<file path="src/rtl/calc_exec_unit.sv">
// -----------------------------------------------------------------------------
// calc_exec_unit
//
// Accumulator-based execution sequencer for the calculator. On `start` it runs
// the program held in a 16x8 instruction memory, operating on a 16x8 data
// memory, until HALT, an illegal opcode, or MAX_STEPS instructions have
// executed. Each instruction takes three cycles: FETCH, DECODE, EXECUTE.
//
// Parameters:
//   MAX_STEPS   instructions executed before forced termination (1..255)
//
// Ports:
//   clk, rst          clock (rising edge), synchronous active-high reset
//   start             begin execution at address 0 (sampled only in IDLE)
//   inst_addr/rdata   instruction memory read port (1-cycle read latency)
//   data_addr/rdata   data memory address and read data (1-cycle latency)
//   data_we/wdata     data memory write strobe (one cycle per ST) and data
//   busy              high while a program is running, including DONE
//   done              one-cycle pulse on termination
//   error             sticky illegal-opcode / step-limit flag
//   acc, zero, carry  accumulator and flags
//   pc                program counter
// -----------------------------------------------------------------------------
module calc_exec_unit #(
  parameter int unsigned MAX_STEPS = 255
) (
  input  logic       clk,
  input  logic       rst,
  input  logic       start,
  output logic [3:0] inst_addr,
  input  logic [7:0] inst_rdata,
  output logic [3:0] data_addr,
  input  logic [7:0] data_rdata,
  output logic       data_we,
  output logic [7:0] data_wdata,
  output logic       busy,
  output logic       done,
  output logic       error,
  output logic [7:0] acc,
  output logic       zero,
  output logic       carry,
  output logic [3:0] pc
);

  localparam logic [7:0] STEP_LIMIT = 8'(MAX_STEPS);

  typedef enum logic [2:0] {
    S_IDLE,
    S_FETCH,
    S_DECODE,
    S_EXECUTE,
    S_DONE
  } state_e;

  typedef enum logic [3:0] {
    OP_NOP  = 4'h0,
    OP_LD   = 4'h1,
    OP_ST   = 4'h2,
    OP_ADD  = 4'h3,
    OP_SUB  = 4'h4,
    OP_AND  = 4'h5,
    OP_OR   = 4'h6,
    OP_XOR  = 4'h7,
    OP_LDI  = 4'h8,
    OP_SHL  = 4'h9,
    OP_SHR  = 4'hA,
    OP_JMP  = 4'hB,
    OP_JZ   = 4'hC,
    OP_JC   = 4'hD,
    OP_ILL  = 4'hE,
    OP_HALT = 4'hF
  } op_e;

  state_e      state_q, state_d;
  logic [3:0]  pc_q, pc_d;
  logic [7:0]  acc_q, acc_d;
  logic        zero_q, zero_d;
  logic        carry_q, carry_d;
  logic        error_q, error_d;
  logic [7:0]  ir_q, ir_d;
  logic [7:0]  step_q, step_d;
  logic [3:0]  daddr_q, daddr_d;

  op_e         op;
  logic [3:0]  field;
  logic [8:0]  sum;
  logic [8:0]  diff;

  assign op    = op_e'(ir_q[7:4]);
  assign field = ir_q[3:0];
  // Bit 8 of the 9-bit difference is the borrow out.
  assign sum   = {1'b0, acc_q} + {1'b0, data_rdata};
  assign diff  = {1'b0, acc_q} - {1'b0, data_rdata};

  // NOTE: every signal written below gets a default first, so no path through
  // the case statements can leave one unassigned and infer a latch.
  always_comb begin
    state_d = state_q;
    pc_d    = pc_q;
    acc_d   = acc_q;
    zero_d  = zero_q;
    carry_d = carry_q;
    error_d = error_q;
    ir_d    = ir_q;
    step_d  = step_q;
    daddr_d = daddr_q;

    unique case (state_q)
      S_IDLE: begin
        if (start) begin
          state_d = S_FETCH;
          pc_d    = '0;
          acc_d   = '0;
          zero_d  = 1'b0;
          carry_d = 1'b0;
          error_d = 1'b0;
          step_d  = '0;
        end
      end

      S_FETCH: state_d = S_DECODE;

      S_DECODE: begin
        ir_d    = inst_rdata;
        daddr_d = inst_rdata[3:0];
        state_d = S_EXECUTE;
      end

      S_EXECUTE: begin
        step_d  = step_q + 8'd1;
        pc_d    = pc_q + 4'd1;
        state_d = S_FETCH;

        unique case (op)
          OP_LD:   acc_d = data_rdata;
          OP_ADD:  {carry_d, acc_d} = sum;
          OP_SUB:  {carry_d, acc_d} = diff;
          OP_AND:  acc_d = acc_q & data_rdata;
          OP_OR:   acc_d = acc_q | data_rdata;
          OP_XOR:  acc_d = acc_q ^ data_rdata;
          OP_LDI:  acc_d = {4'h0, field};
          OP_SHL:  {carry_d, acc_d} = {acc_q, 1'b0};
          OP_SHR:  {acc_d, carry_d} = {1'b0, acc_q};
          OP_JMP:  pc_d = field;
          OP_JZ:   if (zero_q)  pc_d = field;
          OP_JC:   if (carry_q) pc_d = field;
          OP_ILL: begin
            pc_d    = pc_q;
            error_d = 1'b1;
            state_d = S_DONE;
          end
          OP_HALT: begin
            pc_d    = pc_q;
            state_d = S_DONE;
          end
          default: ; // NOP and ST change no registers here
        endcase

        if (op == OP_LD || (op >= OP_ADD && op <= OP_SHR)) begin
          zero_d = (acc_d == 8'h00);
        end

        // The instruction that hits the limit still completes; only a HALT
        // landing exactly on the limit counts as a clean finish.
        if (step_d == STEP_LIMIT) begin
          state_d = S_DONE;
          if (op != OP_HALT) error_d = 1'b1;
        end
      end

      S_DONE: state_d = S_IDLE;

      default: state_d = S_IDLE;
    endcase
  end

  // NOTE: state registers use non-blocking assignments so every flop samples
  // the pre-edge value of its _d input regardless of statement order.
  always_ff @(posedge clk) begin
    if (rst) begin
      state_q <= S_IDLE;
      pc_q    <= '0;
      acc_q   <= '0;
      zero_q  <= 1'b0;
      carry_q <= 1'b0;
      error_q <= 1'b0;
      ir_q    <= '0;
      step_q  <= '0;
      daddr_q <= '0;
    end else begin
      state_q <= state_d;
      pc_q    <= pc_d;
      acc_q   <= acc_d;
      zero_q  <= zero_d;
      carry_q <= carry_d;
      error_q <= error_d;
      ir_q    <= ir_d;
      step_q  <= step_d;
      daddr_q <= daddr_d;
    end
  end

  // The data address must reach memory during DECODE so operand data is ready
  // in EXECUTE; it is then held for EXECUTE (ST) and beyond.
  assign data_addr  = (state_q == S_DECODE) ? inst_rdata[3:0] : daddr_q;
  assign inst_addr  = pc_q;
  // NOTE: the write strobe is masked by rst combinationally so a reset landing
  // on a ST EXECUTE cycle suppresses the memory write at that same edge.
  assign data_we    = (state_q == S_EXECUTE) && (op == OP_ST) && !rst;
  assign data_wdata = acc_q;
  assign busy       = (state_q != S_IDLE);
  assign done       = (state_q == S_DONE);
  assign error      = error_q;
  assign acc        = acc_q;
  assign zero       = zero_q;
  assign carry      = carry_q;
  assign pc         = pc_q;

endmodule

</file>
<file path="config.mk">
export PLATFORM = sky130hd
export DESIGN_NAME = calc_exec_unit
export DESIGN_NICKNAME = d
export VERILOG_FILES = /design/src/rtl/calc_exec_unit.sv
export SDC_FILE = /design/constraint.sdc
export NUM_CORES = 1
export LEC_CHECK = 0
export ABC_CLOCK_PERIOD_IN_PS = 3300
export BUFFER_PORTS_ARGS = -buffer_cell sky130_fd_sc_hd__buf_2
export CAP_MARGIN = 20
export CORE_UTILIZATION = 55
export CTS_CLUSTER_SIZE = 14
export DETAILED_ROUTE_END_ITERATION = 6
export HOLD_SLACK_MARGIN = 0.15
export PLACE_DENSITY = 0.84
export SLEW_MARGIN = 25
export SYNTH_ARGS = -nofsm -noshare
export SYNTH_HDL_FRONTEND = slang
export SYNTH_SLANG_ARGS = --single-unit
</file>
<file path="constraint.sdc">
create_clock -name clk -period 3.3 [get_ports clk]
set_input_delay 0.495 -clock clk [delete_from_list [all_inputs] [get_ports clk]]
set_output_delay 0.495 -clock clk [all_outputs]
set_load 0.05 [all_outputs]
</file>
# After elaboration in Yosys (flattened, before gate mapping)
# Index checks and enable logic that the tools add are counted.
totals:
  input_bits: 19
  elab_cells: 81
  ff_bits: 38
  output_inout_bits: 34
classes:
  bitwise_logic: 3
  n_addsub: 4
  order_cmp: 2
  n_eq_ne: 25
  mux: 24
  reduce_logical: 14
ops:
  columns: ["op", "count"]
  rows:
  - ["$pmux W8 S9", 1]
  - ["$eq A4 B4 Y1 const B", 8]
  - ["$pmux W8 S2", 2]
  - ["$eq A4 B3 Y1 const B", 4]
  - ["$mux W4", 4]
  - ["$mux W8", 2]
  - ["$pmux W4 S4", 1]
  - ["$pmux W3 S4", 1]
  - ["$add A8 B8 Y9", 1]
  - ["$mux W3", 3]
  - ["$reduce_and A3 Y1", 3]
  - ["$sub A8 B8 Y9", 1]
  - ["$add A8 B1 Y8 const B", 1]
  - ["$and A8 B8 Y8", 1]
  - ["$eq A4 B2 Y1 const B", 2]
  - ["$eq A8 B8 Y1 const B", 1]
  - ["$logic_not A8 Y1", 1]
  - ["$or A8 B8 Y8", 1]
  - ["$pmux W4 S2", 1]
  - ["$xor A8 B8 Y8", 1]
  - ["$eq A3 B2 Y1 const B", 2]
  - ["$ne A2 B2 Y1 const B", 3]
  - ["$pmux W1 S2", 3]
  - ["$mux W1", 5]
  - ["other kinds (17)", 19]

# Logic depth before layout (Yosys ltp)
logic_depth:
  depth_word: 6
  ltp_mapped: 10
  depth_no_buf: 10

# Worst setup path after synthesis
# Ideal clock, no wire load.
synth_timing:
  path_kind: "reg-to-reg"
  start: "reg acc_q[0], in the netlist acc[0]"
  end: "reg zero_q, in the netlist zero"
  arrival_time_ns: 2.675
  n_path_buf: 0
  required_ns: 3.216
  setup_time_ns: 0.084
  path_stages_with_launch: 11
  path_slack_ns: 0.541
  period_less_slack_ns: 2.759
  path_cell_list: "dfxtp_1 inv_1 ha_1 fa_1 o21bai_1 a21oi_1 a221o_1 a221o_1 o21ai_0 nand4b_1 o31ai_2"
synth_via:
  elab_chain_cells: 6
  word_cells_on_any_way: 10
  classes_between: "add/sub: 2; mux: 4; bitwise: 3; reduce/logical: 1"
synth_lines:
  columns: ["item", "line_no", "rtl"]
  rows:
  - ["start: declaration", "76", "logic [7:0] acc_q, acc_d;"]
  - ["start signal: assignment", "183", "acc_q <= '0;"]
  - ["start signal: assignment", "193", "acc_q <= acc_d;"]
  - ["$sub A8 B8 Y9 (tied with other cells)", "93", "assign diff = {1'b0, acc_q} - {1'b0, data_rdata};"]
  - ["$pmux W8 S9 (*)", "134", "unique case (op)"]
  - ["$mux W8 (*)", "108", "unique case (state_q)"]
  - ["$logic_not A8 Y1 (*)", "160", "zero_d = (acc_d == 8'h00);"]
  - ["$mux W1 (*)", "159", "if (op == OP_LD || (op >= OP_ADD && op <= OP_SHR)) begin"]
  - ["$pmux W1 S2 (*)", "108", null]
  - ["end signal: assignment", "194", "zero_q <= zero_d;"]
  - ["end: declaration", "77", "logic zero_q, zero_d;"]
# Mark *: on every way between the ends. The rest lies on a longest branch, timed or not. The select of a mux whose other input is x is not followed.
# A chain may end at the register's enable or synchronous reset.

# Worst setup path in the final report
layout_timing:
  start: "reg ir_q[6]"
  end: "reg zero_q, in the netlist zero"
layout_via:
  elab_chain_cells: 6
  word_cells_on_any_way: 20
  classes_between: "order compare: 2; eq/ne: 10; mux: 4; reduce/logical: 4"
layout_lines:
  columns: ["item", "line_no", "rtl"]
  rows:
  - ["start: declaration", "80", "logic [7:0] ir_q, ir_d;"]
  - ["start signal: assignment", "197", "ir_q <= ir_d;"]
  - ["$eq A4 B4 Y1 (tied with other cells)", "134", null]
  - ["$pmux W8 S9", "134", null]
  - ["$mux W8", "108", null]
  - ["$logic_not A8 Y1", "160", null]
  - ["$mux W1", "159", null]
  - ["$pmux W1 S2", "108", null]
# Several ways; a longest one is shown, not always the timed one. The select of a mux whose other input is x is not followed.

==> impl_metrics.yaml <==
global_route:
  grt_max_degree: 27
  grt_pass1_wl_um: 15700
  antenna_found_initial: 0
  overflow: 0
  grtUsageTotal: 0.303
  grt_pass1_vias: 3304
sta:
  max_slew_margin: 0.466
  maxSlewViolCount: 0
  max_freq_ghz: 0.362
  fin_crit_sh: 0.836
  finalHoldViolations: 0
  clock_skew_ns: 0.00871
  fin_setup_tns_ns: 0
  grt_setup_unrepaired: "false"
  setup_ws_ns: 0.541
  setup_viol: 0
  tightestPinTransition_ns: 0.799
  final.min_clock_period_ns: 2.76
final_layout:
  stdcell_count: 576
  diodes: 0
  area.growth.synth_to_final_pct: 7.42
  nets: 548
  layout_common_cells: "nand2_1 (54), a21oi_1 (54), buf_2 (52)"
  final_util: 0.625
  drive_above_1_share: 0.172
  fin_area_mm2: 0.00377
clock_tree:
  clockRootBuffer: "clkbuf_8"
  cts_buffer_depth: 2
  insertion_delay_ns: 0.29
  cts_buffers: 5
  holdBufCountCts: 0
  cts_resized: 0
  cts_tree: "yes"
  cts_sinks: 38
  h-tree-depth: 2
  cts_setup_buffers: 0
  path_clk_slew_ns: 0.08
synth:
  yosysSeqAreaShare: 0.217
  yosys_warnings: 0
  syn_area_per_cell_um2: 7.40
  synthFlopType: "dfxtp_1"
  synth_seq_cells: 38
  ys_types: 76
  syn_inst: 474
  syn_area_mm2: 0.00351
  synth_edf_count: 0
  synth_fp_nets: 522
  async_reset_ff_frac: 0
floorplan:
  coreArea_mm2: 0.00603
  die_h_um: 81.9
  fp.dieW_um: 81.9
  die_area_mm2: 0.00670
  ios: 53
  fp-row-count: 28
  initial_utilization: 0.582
drt:
  drc_errors: 0
  first_pass_iters: 5
  viasPerCell: 6.37
  routedWlPerCell_um: 16.7
  wl_um: 9640
  ant_nets: 0
  drtIter0Drc: 549
  num_vias: 3670
critical_path:
  required_ns: 3.51
  path_class: "reg -> reg"
  critPathCaptureType: "flop"
  cp.arrival_ns: 2.97
  rrSetupSlack_ns: 0.54
  worstPathMaxFanout: 21
  startpoint_type: "flop"
job:
  max_cap_viol_count: 0
pwr:
  ir_worst_vdd_mv: 0.343
  p_per_area_mw_per_mm2: 365
  p_leak_nw: 1.63
run_status:
  outcome: "completed"
placement:
  dpl.hpwl_um: 7150
  gp_congestion: 0.983
  dpl.cell_count: 568
  pre_cts_ws_ns: 0.497
  io_buffers: 52
  postPlaceCellArea_mm2: 0.00366
worst_hold_path:
  min_path_type: "in -> reg"
==> sequential cells by signal (all words and copies together) (netlist names) <==
name / flops
acc: 8
carry: 1
daddr_q: 4
error: 1
inst_addr: 4
ir_q: 8
state_q: 3
step_q: 8
zero: 1
==> cells in the mapped netlist (all sizes together) (3+ instances only) <==
cell | number | share of area
a21oi | 55 | 0.080
xor2 | 4 | 0.010
buf | 31 | 0.065
a211oi | 6 | 0.014
o22ai | 4 | 0.0071
inv | 29 | 0.031
nand2 | 55 | 0.060
mux2i | 7 | 0.020
a221oi | 4 | 0.012
nand3 | 10 | 0.014
mux2 | 3 | 0.0096
o21ai | 33 | 0.047
nor2 | 43 | 0.047
a221o | 4 | 0.011
nor4 | 3 | 0.0054
or2 | 3 | 0.0054
and3 | 6 | 0.012
xnor2 | 6 | 0.015
nand2b | 6 | 0.011
o211ai | 4 | 0.0086
a21o | 3 | 0.0064
o21bai | 4 | 0.0096
clkbuf | 11 | 0.012
nor2b | 8 | 0.014
a22oi | 4 | 0.0086
o31ai | 3 | 0.0078
or3 | 5 | 0.0089
and2 | 4 | 0.0071
ha | 27 | 0.096
dfxtp | 38 | 0.22
nor3 | 9 | 0.014
a22o | 3 | 0.0075
==> final timing paths <==
check | from | end | depth (start not counted)
max | ir_q[6] | zero | 8
min | inst_rdata[7] | ir_q[7] | 3
min reg2reg | daddr_q[0] | daddr_q[0] | 2
max reg2reg | ir_q[6] | zero | 8
==> routing by layer <==
layer  vias up  share of wire  track usage
li1       1726              -            -
met1      1675           0.41        0.377
met2       228           0.45        0.493
met3        41          0.099       0.0667
met4         0          0.040        0.144
met5         -              0            0
==> critical path: stages (launching register included) <==
cell and delay [ns]:
dfxtp_1 0.84, buf_4 0.35, mux2i_1 0.22, nand2_1 0.07, a222oi_1 0.34, o221a_2 0.27
and4_1 0.23, nand4b_1 0.13, o31ai_2 0.21
==> cell families after synthesis <==
group	synth area share
AO/OA/AOI/OAI	0.284
XOR/XNOR	0.0250
adder cells (fa/ha/maj)	0.108
buffers and inverters	0.108
flip-flops	0.217
multiplexers	0.0296
AND/OR/NAND/NOR	0.229
==> metrics by stage <==
step / hold WS [ns] / power (mW)
3_5_place_dp: 0.461 / 0.987
5_1_grt: 0.457 / 1.44
6_report: 0.436 / 1.38
2_1_floorplan: 0.440 / 0.886
3_3_place_gp: 0.452 / 0.981
4_1_cts: 0.434 / 1.37
==> final cells by class <==
class,instances,area [um^2]
repair buffers,61,328
well taps,75,93.8
clock buffers,5,68.8
fillers,559,2260
flip-flops and latches,38,761
inverters,29,109
clock inverters,3,40.0
multi-input cells,365,2370
==> power breakdown <==
part	leakage (nW)	internal (mW)	switching [mW]	total, mW
combinational	1.26	0.158	0.309	0.467
sequential	0.307	0.480	0.0417	0.522
clock	0.0579	0.223	0.166	0.388
(Power assumes the default switching activity.)
